===== config.mk =====
export PLATFORM = sky130hd
export DESIGN_NAME = mem_access_unit_flat
export DESIGN_NICKNAME = d
export VERILOG_FILES = /design/src/rtl/mem_access_unit_if.sv /design/src/rtl/mem_access_unit.sv /design/src/flat_wrapper.sv
export SDC_FILE = /design/constraint.sdc
export NUM_CORES = 1
export LEC_CHECK = 0
export CELL_PAD_IN_SITES_DETAIL_PLACEMENT = 1
export CELL_PAD_IN_SITES_GLOBAL_PLACEMENT = 1
export CORE_ASPECT_RATIO = 1.1
export CORE_MARGIN = 2
export CORE_UTILIZATION = 31
export DETAILED_ROUTE_END_ITERATION = 16
export PLACE_DENSITY_LB_ADDON = 0.1
export SLEW_MARGIN = 25
export SYNTH_ARGS = -nofsm -noshare
export SYNTH_HDL_FRONTEND = slang
export SYNTH_SLANG_ARGS = --single-unit
export TNS_END_PERCENT = 30

===== constraint.sdc =====
create_clock -name clk -period 1.9 [get_ports clk]
set_input_delay 0.19 -clock clk [delete_from_list [all_inputs] [get_ports clk]]
set_output_delay 0.19 -clock clk [all_outputs]
set_load 0.02 [all_outputs]

===== src/rtl/mem_access_unit_if.sv =====
`default_nettype none
// ============================================================================
// Module      : mem_access_unit_if
// Description : Data-bus request/ack channel between the load/store unit
//               (master) and the memory system (slave).
// Revision    : 1.0 - initial release
// ============================================================================
interface mem_access_unit_if;
  logic        bus_req_o;
  logic        bus_we_o;
  logic [31:0] bus_addr_o;
  logic [3:0]  bus_be_o;
  logic [31:0] bus_wdata_o;
  logic        bus_ack_i;
  logic [31:0] bus_rdata_i;

  modport master (
    output bus_req_o, bus_we_o, bus_addr_o, bus_be_o, bus_wdata_o,
    input  bus_ack_i, bus_rdata_i
  );

  modport slave (
    input  bus_req_o, bus_we_o, bus_addr_o, bus_be_o, bus_wdata_o,
    output bus_ack_i, bus_rdata_i
  );
endinterface
`default_nettype wire


===== src/rtl/mem_access_unit.sv =====
`default_nettype none
// ============================================================================
// Module      : mem_access_unit
// Description : Load/store unit: byte-lane alignment, req/ack bus handshake
//               with timeout, and sign/zero-extended load writeback.
// Revision    : 1.0 - initial release
// ============================================================================
module mem_access_unit #(
  parameter int unsigned TIMEOUT = 16
) (
  input  logic               clk,
  input  logic               rst,
  input  logic               req_i,
  input  logic               we_i,
  input  logic [2:0]         funct3_i,
  input  logic [31:0]        addr_i,
  input  logic [31:0]        wdata_i,
  input  logic [4:0]         rd_i,
  mem_access_unit_if.master  bus,
  output logic [31:0]        reg_wdata_o,
  output logic [4:0]         reg_waddr_o,
  output logic               reg_wen_o,
  output logic               hold_flag_o,
  output logic               misalign_o,
  output logic               bus_err_o
);

  localparam logic [2:0] c_F3_B  = 3'b000;
  localparam logic [2:0] c_F3_H  = 3'b001;
  localparam logic [2:0] c_F3_W  = 3'b010;
  localparam logic [2:0] c_F3_BU = 3'b100;
  localparam logic [2:0] c_F3_HU = 3'b101;

  localparam logic [7:0] c_CNT_LAST = 8'(TIMEOUT - 1);

  typedef enum logic [1:0] {
    S_IDLE = 2'd0,
    S_REQ  = 2'd1,
    S_DONE = 2'd2
  } state_t;

  state_t      r_state;
  logic [7:0]  r_cnt;
  logic [2:0]  r_funct3;
  logic [4:0]  r_rd;
  logic [1:0]  r_shift;

  logic        w_supported;
  logic        w_aligned;
  logic        w_ok;
  logic [3:0]  w_be;
  logic [31:0] w_wdata;
  logic [31:0] w_lane;
  logic [31:0] w_load;

  // Unsupported encodings are folded into the misaligned path.
  always_comb begin
    w_supported = 1'b0;
    w_aligned   = 1'b0;
    case (funct3_i)
      c_F3_B: begin
        w_supported = 1'b1;
        w_aligned   = 1'b1;
      end
      c_F3_H: begin
        w_supported = 1'b1;
        w_aligned   = ~addr_i[0];
      end
      c_F3_W: begin
        w_supported = 1'b1;
        w_aligned   = (addr_i[1:0] == 2'b00);
      end
      c_F3_BU: begin
        w_supported = ~we_i;
        w_aligned   = 1'b1;
      end
      c_F3_HU: begin
        w_supported = ~we_i;
        w_aligned   = ~addr_i[0];
      end
      default: begin
        w_supported = 1'b0;
        w_aligned   = 1'b0;
      end
    endcase
  end

  assign w_ok = w_supported & w_aligned;

  always_comb begin
    w_be    = 4'b1111;
    w_wdata = wdata_i;
    if (we_i) begin
      case (funct3_i[1:0])
        2'b00: begin
          w_be    = 4'b0001 << addr_i[1:0];
          w_wdata = {4{wdata_i[7:0]}};
        end
        2'b01: begin
          w_be    = 4'b0011 << addr_i[1:0];
          w_wdata = {2{wdata_i[15:0]}};
        end
        default: begin
          w_be    = 4'b1111;
          w_wdata = wdata_i;
        end
      endcase
    end
  end

  assign w_lane = bus.bus_rdata_i >> {r_shift, 3'b000};

  always_comb begin
    case (r_funct3)
      c_F3_B:  w_load = {{24{w_lane[7]}}, w_lane[7:0]};
      c_F3_H:  w_load = {{16{w_lane[15]}}, w_lane[15:0]};
      c_F3_BU: w_load = {24'h000000, w_lane[7:0]};
      c_F3_HU: w_load = {16'h0000, w_lane[15:0]};
      default: w_load = w_lane;
    endcase
  end

  assign hold_flag_o = (r_state == S_REQ) || ((r_state == S_IDLE) && req_i && w_ok);

  always_ff @(posedge clk or negedge rst) begin
    if (!rst) begin
      r_state         <= S_IDLE;
      r_cnt           <= 8'd0;
      r_funct3        <= 3'd0;
      r_rd            <= 5'd0;
      r_shift         <= 2'd0;
      bus.bus_req_o   <= 1'b0;
      bus.bus_we_o    <= 1'b0;
      bus.bus_addr_o  <= 32'd0;
      bus.bus_be_o    <= 4'd0;
      bus.bus_wdata_o <= 32'd0;
      reg_wdata_o     <= 32'd0;
      reg_waddr_o     <= 5'd0;
      reg_wen_o       <= 1'b0;
      misalign_o      <= 1'b0;
      bus_err_o       <= 1'b0;
    end else begin
      misalign_o <= 1'b0;
      bus_err_o  <= 1'b0;
      reg_wen_o  <= 1'b0;
      case (r_state)
        S_IDLE: begin
          if (req_i) begin
            if (w_ok) begin
              bus.bus_req_o   <= 1'b1;
              bus.bus_we_o    <= we_i;
              bus.bus_addr_o  <= {addr_i[31:2], 2'b00};
              bus.bus_be_o    <= w_be;
              bus.bus_wdata_o <= w_wdata;
              r_funct3        <= funct3_i;
              r_rd            <= rd_i;
              r_shift         <= addr_i[1:0];
              r_cnt           <= 8'd0;
              r_state         <= S_REQ;
            end else begin
              misalign_o <= 1'b1;
            end
          end
        end
        S_REQ: begin
          // Ack is tested first so a last-cycle ack still completes.
          if (bus.bus_ack_i) begin
            bus.bus_req_o <= 1'b0;
            if (!bus.bus_we_o) begin
              reg_wdata_o <= w_load;
              reg_waddr_o <= r_rd;
              reg_wen_o   <= (r_rd != 5'd0);
            end
            r_state <= S_DONE;
          end else if (r_cnt == c_CNT_LAST) begin
            bus.bus_req_o <= 1'b0;
            bus_err_o     <= 1'b1;
            r_state       <= S_IDLE;
          end else begin
            r_cnt <= r_cnt + 8'd1;
          end
        end
        S_DONE: begin
          r_state <= S_IDLE;
        end
        default: begin
          r_state <= S_IDLE;
        end
      endcase
    end
  end

endmodule
`default_nettype wire


===== src/flat_wrapper.sv =====
// flat-port wrapper written by rule: the top's interface ports become plain ports
module mem_access_unit_flat 
#(
  parameter int unsigned TIMEOUT = 16
)
  (clk, rst, req_i, we_i, funct3_i, addr_i, wdata_i, rd_i, reg_wdata_o, reg_waddr_o, reg_wen_o, hold_flag_o, misalign_o, bus_err_o, bus_bus_req_o, bus_bus_we_o, bus_bus_addr_o, bus_bus_be_o, bus_bus_wdata_o, bus_bus_ack_i, bus_bus_rdata_i);
  mem_access_unit_if bus_i ();
  input  logic clk;
  input  logic rst;
  input  logic req_i;
  input  logic we_i;
  input  logic [2:0] funct3_i;
  input  logic [31:0] addr_i;
  input  logic [31:0] wdata_i;
  input  logic [4:0] rd_i;
  output logic [31:0] reg_wdata_o;
  output logic [4:0] reg_waddr_o;
  output logic reg_wen_o;
  output logic hold_flag_o;
  output logic misalign_o;
  output logic bus_err_o;
  output wire logic [$bits(bus_i.bus_req_o)-1:0] bus_bus_req_o;
  output wire logic [$bits(bus_i.bus_we_o)-1:0] bus_bus_we_o;
  output wire logic [$bits(bus_i.bus_addr_o)-1:0] bus_bus_addr_o;
  output wire logic [$bits(bus_i.bus_be_o)-1:0] bus_bus_be_o;
  output wire logic [$bits(bus_i.bus_wdata_o)-1:0] bus_bus_wdata_o;
  input wire logic [$bits(bus_i.bus_ack_i)-1:0] bus_bus_ack_i;
  input wire logic [$bits(bus_i.bus_rdata_i)-1:0] bus_bus_rdata_i;
  assign bus_bus_req_o = bus_i.bus_req_o;
  assign bus_bus_we_o = bus_i.bus_we_o;
  assign bus_bus_addr_o = bus_i.bus_addr_o;
  assign bus_bus_be_o = bus_i.bus_be_o;
  assign bus_bus_wdata_o = bus_i.bus_wdata_o;
  assign bus_i.bus_ack_i = bus_bus_ack_i;
  assign bus_i.bus_rdata_i = bus_bus_rdata_i;
  mem_access_unit #(.TIMEOUT(TIMEOUT)) u_core (.clk(clk), .rst(rst), .req_i(req_i), .we_i(we_i), .funct3_i(funct3_i), .addr_i(addr_i), .wdata_i(wdata_i), .rd_i(rd_i), .bus(bus_i), .reg_wdata_o(reg_wdata_o), .reg_waddr_o(reg_waddr_o), .reg_wen_o(reg_wen_o), .hold_flag_o(hold_flag_o), .misalign_o(misalign_o), .bus_err_o(bus_err_o));
endmodule

# == After elaboration in Yosys (flattened, before gate mapping) ==
# Cells that the tools add are included.
# Widths: inputs -> output; s select.
# classes
add_sub_neg,1
n_mul,0
n_div,0
magnitude_cmp,0
eq_ne,15
shifts,3
n_mux,31
bitwise_logic,4
reduce_logical,19
# op_table
op,n
$pmux 32 s4,1
$pmux 32 s2,1
$mux 32,1
$mux 8,4
$shr 32x5->32,1
$pmux 8 s2,1
$mux 1,13
$eq 3x3->1 const B,4
$reduce_and 3->1,3
$add 8x1->8 const B,1
$eq 8x4->1 const B,1
$mux 2,4
$pmux 4 s2,1
$eq 3x1->1 const B,2
$logic_not 2->1,3
$logic_not 3->1,2
$ne 2x2->1 const B,3
$reduce_or 2->1,3
$reduce_and 5->1,1
$reduce_bool 5->1,1
$eq 2x1->1 const B,2
$mux 4,1
$pmux 1 s2,2
$pmux 2 s2,1
other kinds (13),16
# totals
ff_bits,128
latch_bits,0
ram_bits,0
rom_bits,0
in_bits,109
output_inout_bits,111
memories,0

# == Depth between registers and ports, before layout ==
# logic_depth
word_depth,7
mapped_depth,7
depth_no_buf,5

# == Worst setup path before layout ==
# Ideal clock, no wire load.
# synth_timing
path_type,reg2reg
from,reg u_core.r_cnt[0]
to,reg u_core.r_cnt[5]
setup_ns,0.078
t_arrival_ns,1.789
setup_slack_ns,0.033
path_stages_with_launch,7
n_path_buf,1
path_cell_list,dfrtp_1 > ha_1 > and3_1 > a31o_2 > clkbuf_1 > or4_1 > a21oi_1
# synth_via
elab_chain_len,4
# synth_lines
item,line_no,source
"start, declared",mem_access_unit.sv:43,logic [7:0] r_cnt;
"start signal, assigned",mem_access_unit.sv:180,r_cnt <= r_cnt + 8'd1;
$add 8x1->8,mem_access_unit.sv:180,
$mux 8,mem_access_unit.sv:175,end else if (r_cnt == c_CNT_LAST) begin
$mux 8,mem_access_unit.sv:167,if (bus.bus_ack_i) begin
$pmux 8 s2,mem_access_unit.sv:146,case (r_state)
# Several ways; a longest one is shown, not always the timed one. The select of a mux whose other input is x is not followed.
# A chain may end at the register's enable or synchronous reset.

# == Final worst setup path ==
# layout_timing
from,in addr_i[0]
to,reg u_core.r_cnt[3]
# layout_via
elab_chain_len,5
# layout_lines
item,line_no,source
"start, declared",flat_wrapper.sv:13,input logic [31:0] addr_i;
$logic_not 2->1 / $not 1->1 (equally long branches),"mem_access_unit.sv:71, mem_access_unit.sv:67, mem_access_unit.sv:79",
$pmux 1 s3 *,mem_access_unit.sv:60,case (funct3_i)
$and 1x1->1 *,mem_access_unit.sv:88,assign w_ok = w_supported & w_aligned;
$ne 2x1->1 (no line) *,-,
$reduce_and 5->1 (no line) *,-,
# Mark *: on every way between the ends. The rest lies on a longest branch, timed or not.

==> flow_metrics.env <==
export IMPL_synth_top_area_cell="dfrtp_1"
export IMPL_netlist_area_leader_share_pct=54.1
export IMPL_grt_pass1_wl_um=30500
export IMPL_ioPinCount=220
export IMPL_cp_start_kind="primary input"
export IMPL_hold_slack_ns=0.294
export IMPL_power_density_mw_per_mm2=1460
export IMPL_place_inst=1005
export IMPL_ys_ff_latch=128
export IMPL_crit_required_ns=2.23
export IMPL_clock_path_buffers=2
export IMPL_antenna_found_initial=0
export IMPL_h_tree_depth=4
export IMPL_period_minus_slack_ns=1.84
export IMPL_synthesis_instances=528
export IMPL_drtPass1Iterations=4
export IMPL_end_kind="register"
export IMPL_timing_final_hold_violations=0
export IMPL_clk_latency_ns=0.42
export IMPL_grt_pass1_vias=5640
export IMPL_finClkSkew_ns=0.00662
export IMPL_syn2layout_area_growth_pct=59.0
export IMPL_drc=0
export IMPL_ys_warn_count=0
export IMPL_drive_gt1_share_pct=19.0
export IMPL_ys_flop_type="dfrtp_1"
export IMPL_clock_sinks=128
export IMPL_dpl_hpwl_um=14700
export IMPL_worstPathArrival_ns=2.17
export IMPL_grt_start_max_net_pins=48
export IMPL_maxCapViolCount=0
export IMPL_drv_slew=0
export IMPL_fin_crit_sh_pct=96.9
export IMPL_async_flop_share_pct=100
export IMPL_cts_tree="yes"
export IMPL_rsz0062_at_grt="no"
export IMPL_viasPerCell=4.85
export IMPL_num_rows=53
export IMPL_reg2reg_depth=5
export IMPL_gp_routability_congestion=0.839
export IMPL_placed_cell_area_mm2=0.00865
export IMPL_reg2reg_slack_ns=0.07
export IMPL_antennaDiodeCount=0
export IMPL_cts_root_buf="clkbuf_16"
export IMPL_io_buffers=217
export IMPL_fin_util_pct=49.8
export IMPL_drt_total_wl_um=19300
export IMPL_die_y_um=149
export IMPL_crit_fanout=11
export IMPL_initial_core_util_pct=31.3
export IMPL_wl_per_cell_um=18.5
export IMPL_fin_area_mm2=0.00942
export IMPL_ir_worst_vdd_uv=695
export IMPL_hp_class="primary input to async pin"
export IMPL_synth_area_mm2=0.00592
export IMPL_finalPower_mw=13.7
export IMPL_setup_viol=0
export IMPL_fmax_ghz=0.543
export IMPL_synth_cell_types=43
export IMPL_synthTopCellsByArea="dfrtp_1 54%, mux2_2 10%, mux2i_1 5.4%, nand2_1 3.1%, nor2_1 2.9%"
export IMPL_die_area_mm2=0.0202
export IMPL_core_mm2=0.0189
export IMPL_grt_usage_pct=19.6
export IMPL_drtAntennaViolNets=0
export IMPL_p_leak_nw=4.03
export IMPL_path_class="primary input to register"
export IMPL_final_nets=891
export IMPL_clkTransAtPathRegs_ns=0.06
export IMPL_num_vias=5054
export IMPL_synth_edff_count=0
export IMPL_die_w_um=136
export IMPL_drtIter0Drc=190
export IMPL_ys_seq_area_share_pct=54.1
export IMPL_timing_rr_start="u_core.r_state[1]"
export IMPL_grt_ovfl_total=0
export IMPL_rr_endpoint="u_core.bus.bus_addr_o[9]"
export IMPL_syn_area_per_cell_um2=11.2
export IMPL_status="complete, no violations"
export IMPL_finalNonFillerCells=1041
export IMPL_cts_buffers=17
-- timing repair --
action,in CTS,in global routing
gates resized for setup,5,5
pin swaps,1,0
hold buffers,1,0
hold endpoints to repair,42,0
setup endpoints to repair,19,16
setup buffers,2,1
-- placed cells by master (no fill, tap or decap), types with 17 or more instances in the layout --
cell             Yosys  final
a21oi_1             29     29
clkdlybuf4s50_1      0    215
nor2_1              45     45
mux2_2              54     54
dfrtp_1            128    128
buf_4                4     46
o22a_1              17     17
o21ai_0             33     33
clkbuf_16            0     17
nand2_1             49     49
mux2i_1             32     32
-- where the power goes --
| part | leakage (nW) | switching (mW) | internal (mW) | total, mW |
|---|---|---|---|---|
| clock network | 0.340 | 1.24 | 2.67 | 3.91 |
| logic | 2.14 | 2.67 | 2.79 | 5.46 |
| registers | 1.55 | 0.633 | 3.72 | 4.35 |
-- cells in the mapped netlist, drive strengths merged (2+ instances only) --
cell      n
a211oi   14
a21oi    29
and2     15
buf      27
clkbuf    9
dfrtp   128
inv       4
mux2     59
mux2i    32
nand2    49
nand2b    5
nand3     3
nor2     45
nor2b    16
nor3      3
nor4      2
o21ai    33
o22a     17
o31ai    14
or2       2
or4       6
-- layer usage --
layer / share of wire, % / global-route usage (%)
met5: 0 / 0
met3: 6.7 / 5.23
met2: 51 / 34.2
met1: 40 / 23.1
met4: 2.1 / 6.88
-- worst max-delay path by stage --
stage / endpoint / cells after the start / startpoint / slack [ns]
after floorplan: u_core.r_cnt[5] / 6 / u_core.r_cnt[0] / 0.03
after global placement: u_core.r_cnt[3] / 6 / addr_i[0] / -0.30
after detailed placement: u_core.r_cnt[5] / 6 / addr_i[0] / -0.39
after CTS: u_core.r_cnt[3] / 5 / u_core.r_cnt[1] / 0.02
after global routing: u_core.bus.bus_addr_o[23] / 5 / u_core.r_state[0] / 0.01
final: u_core.r_cnt[3] / 6 / addr_i[0] / 0.06
-- state kept, by name (all words and copies together) (netlist names) --
signal,count
u_core.reg_wen_o,1
u_core.r_shift,2
u_core.reg_wdata_o,32
u_core.misalign_o,1
u_core.bus.bus_be_o,4
u_core.bus.bus_addr_o,30
u_core.r_cnt,8
u_core.bus.bus_wdata_o,32
u_core.bus_err_o,1
u_core.r_state,2
u_core.bus.bus_we_o,1
u_core.r_rd,5
u_core.r_funct3,3
u_core.reg_waddr_o,5
u_core.bus.bus_req_o,1
-- worst max-delay path, cell delays in order --
cell and delay, ns:
clkdlybuf4s50_1 0.54, a221oi_4 0.41, buf_4 0.18, o32ai_4 0.13, or4_1 0.54, a21oi_1 0.17
-- logic make-up (layout without fill, tap and decap cells) --
group | count (synthesis) | in the layout | synth area share (%)
AOI/OAI and AO/OA | 115 | 115 | 13.2
adders and majority gates | 1 | 1 | 0.211
muxes | 91 | 91 | 16.6
other | 1 | 2 | 0.0633
and+or+nand+nor | 152 | 152 | 12.5
DFF | 128 | 128 | 54.1
buffers and inverters | 40 | 305 | 3.25
-- through the flow --
step | worst slack [ns] | setup TNS [ns]
final | 0.0584 | 0
after global routing | 0.00987 | 0
after CTS | 0.0209 | 0
after detailed placement | -0.387 | -18.74
after global placement | -0.301 | -14.37
after floorplan | 0.0330 | 0
-- layout make-up --
type                       instances  area (um^2)
inverter                           4         15.0
timing repair buffer             269         2620
fill                            2022         9480
clock inverter                    13          256
tap                              247          309
multi-input combinational        361         2570
sequential                       128         3200
clock buffer                      19          453
Power figures use the tool's default switching activity.
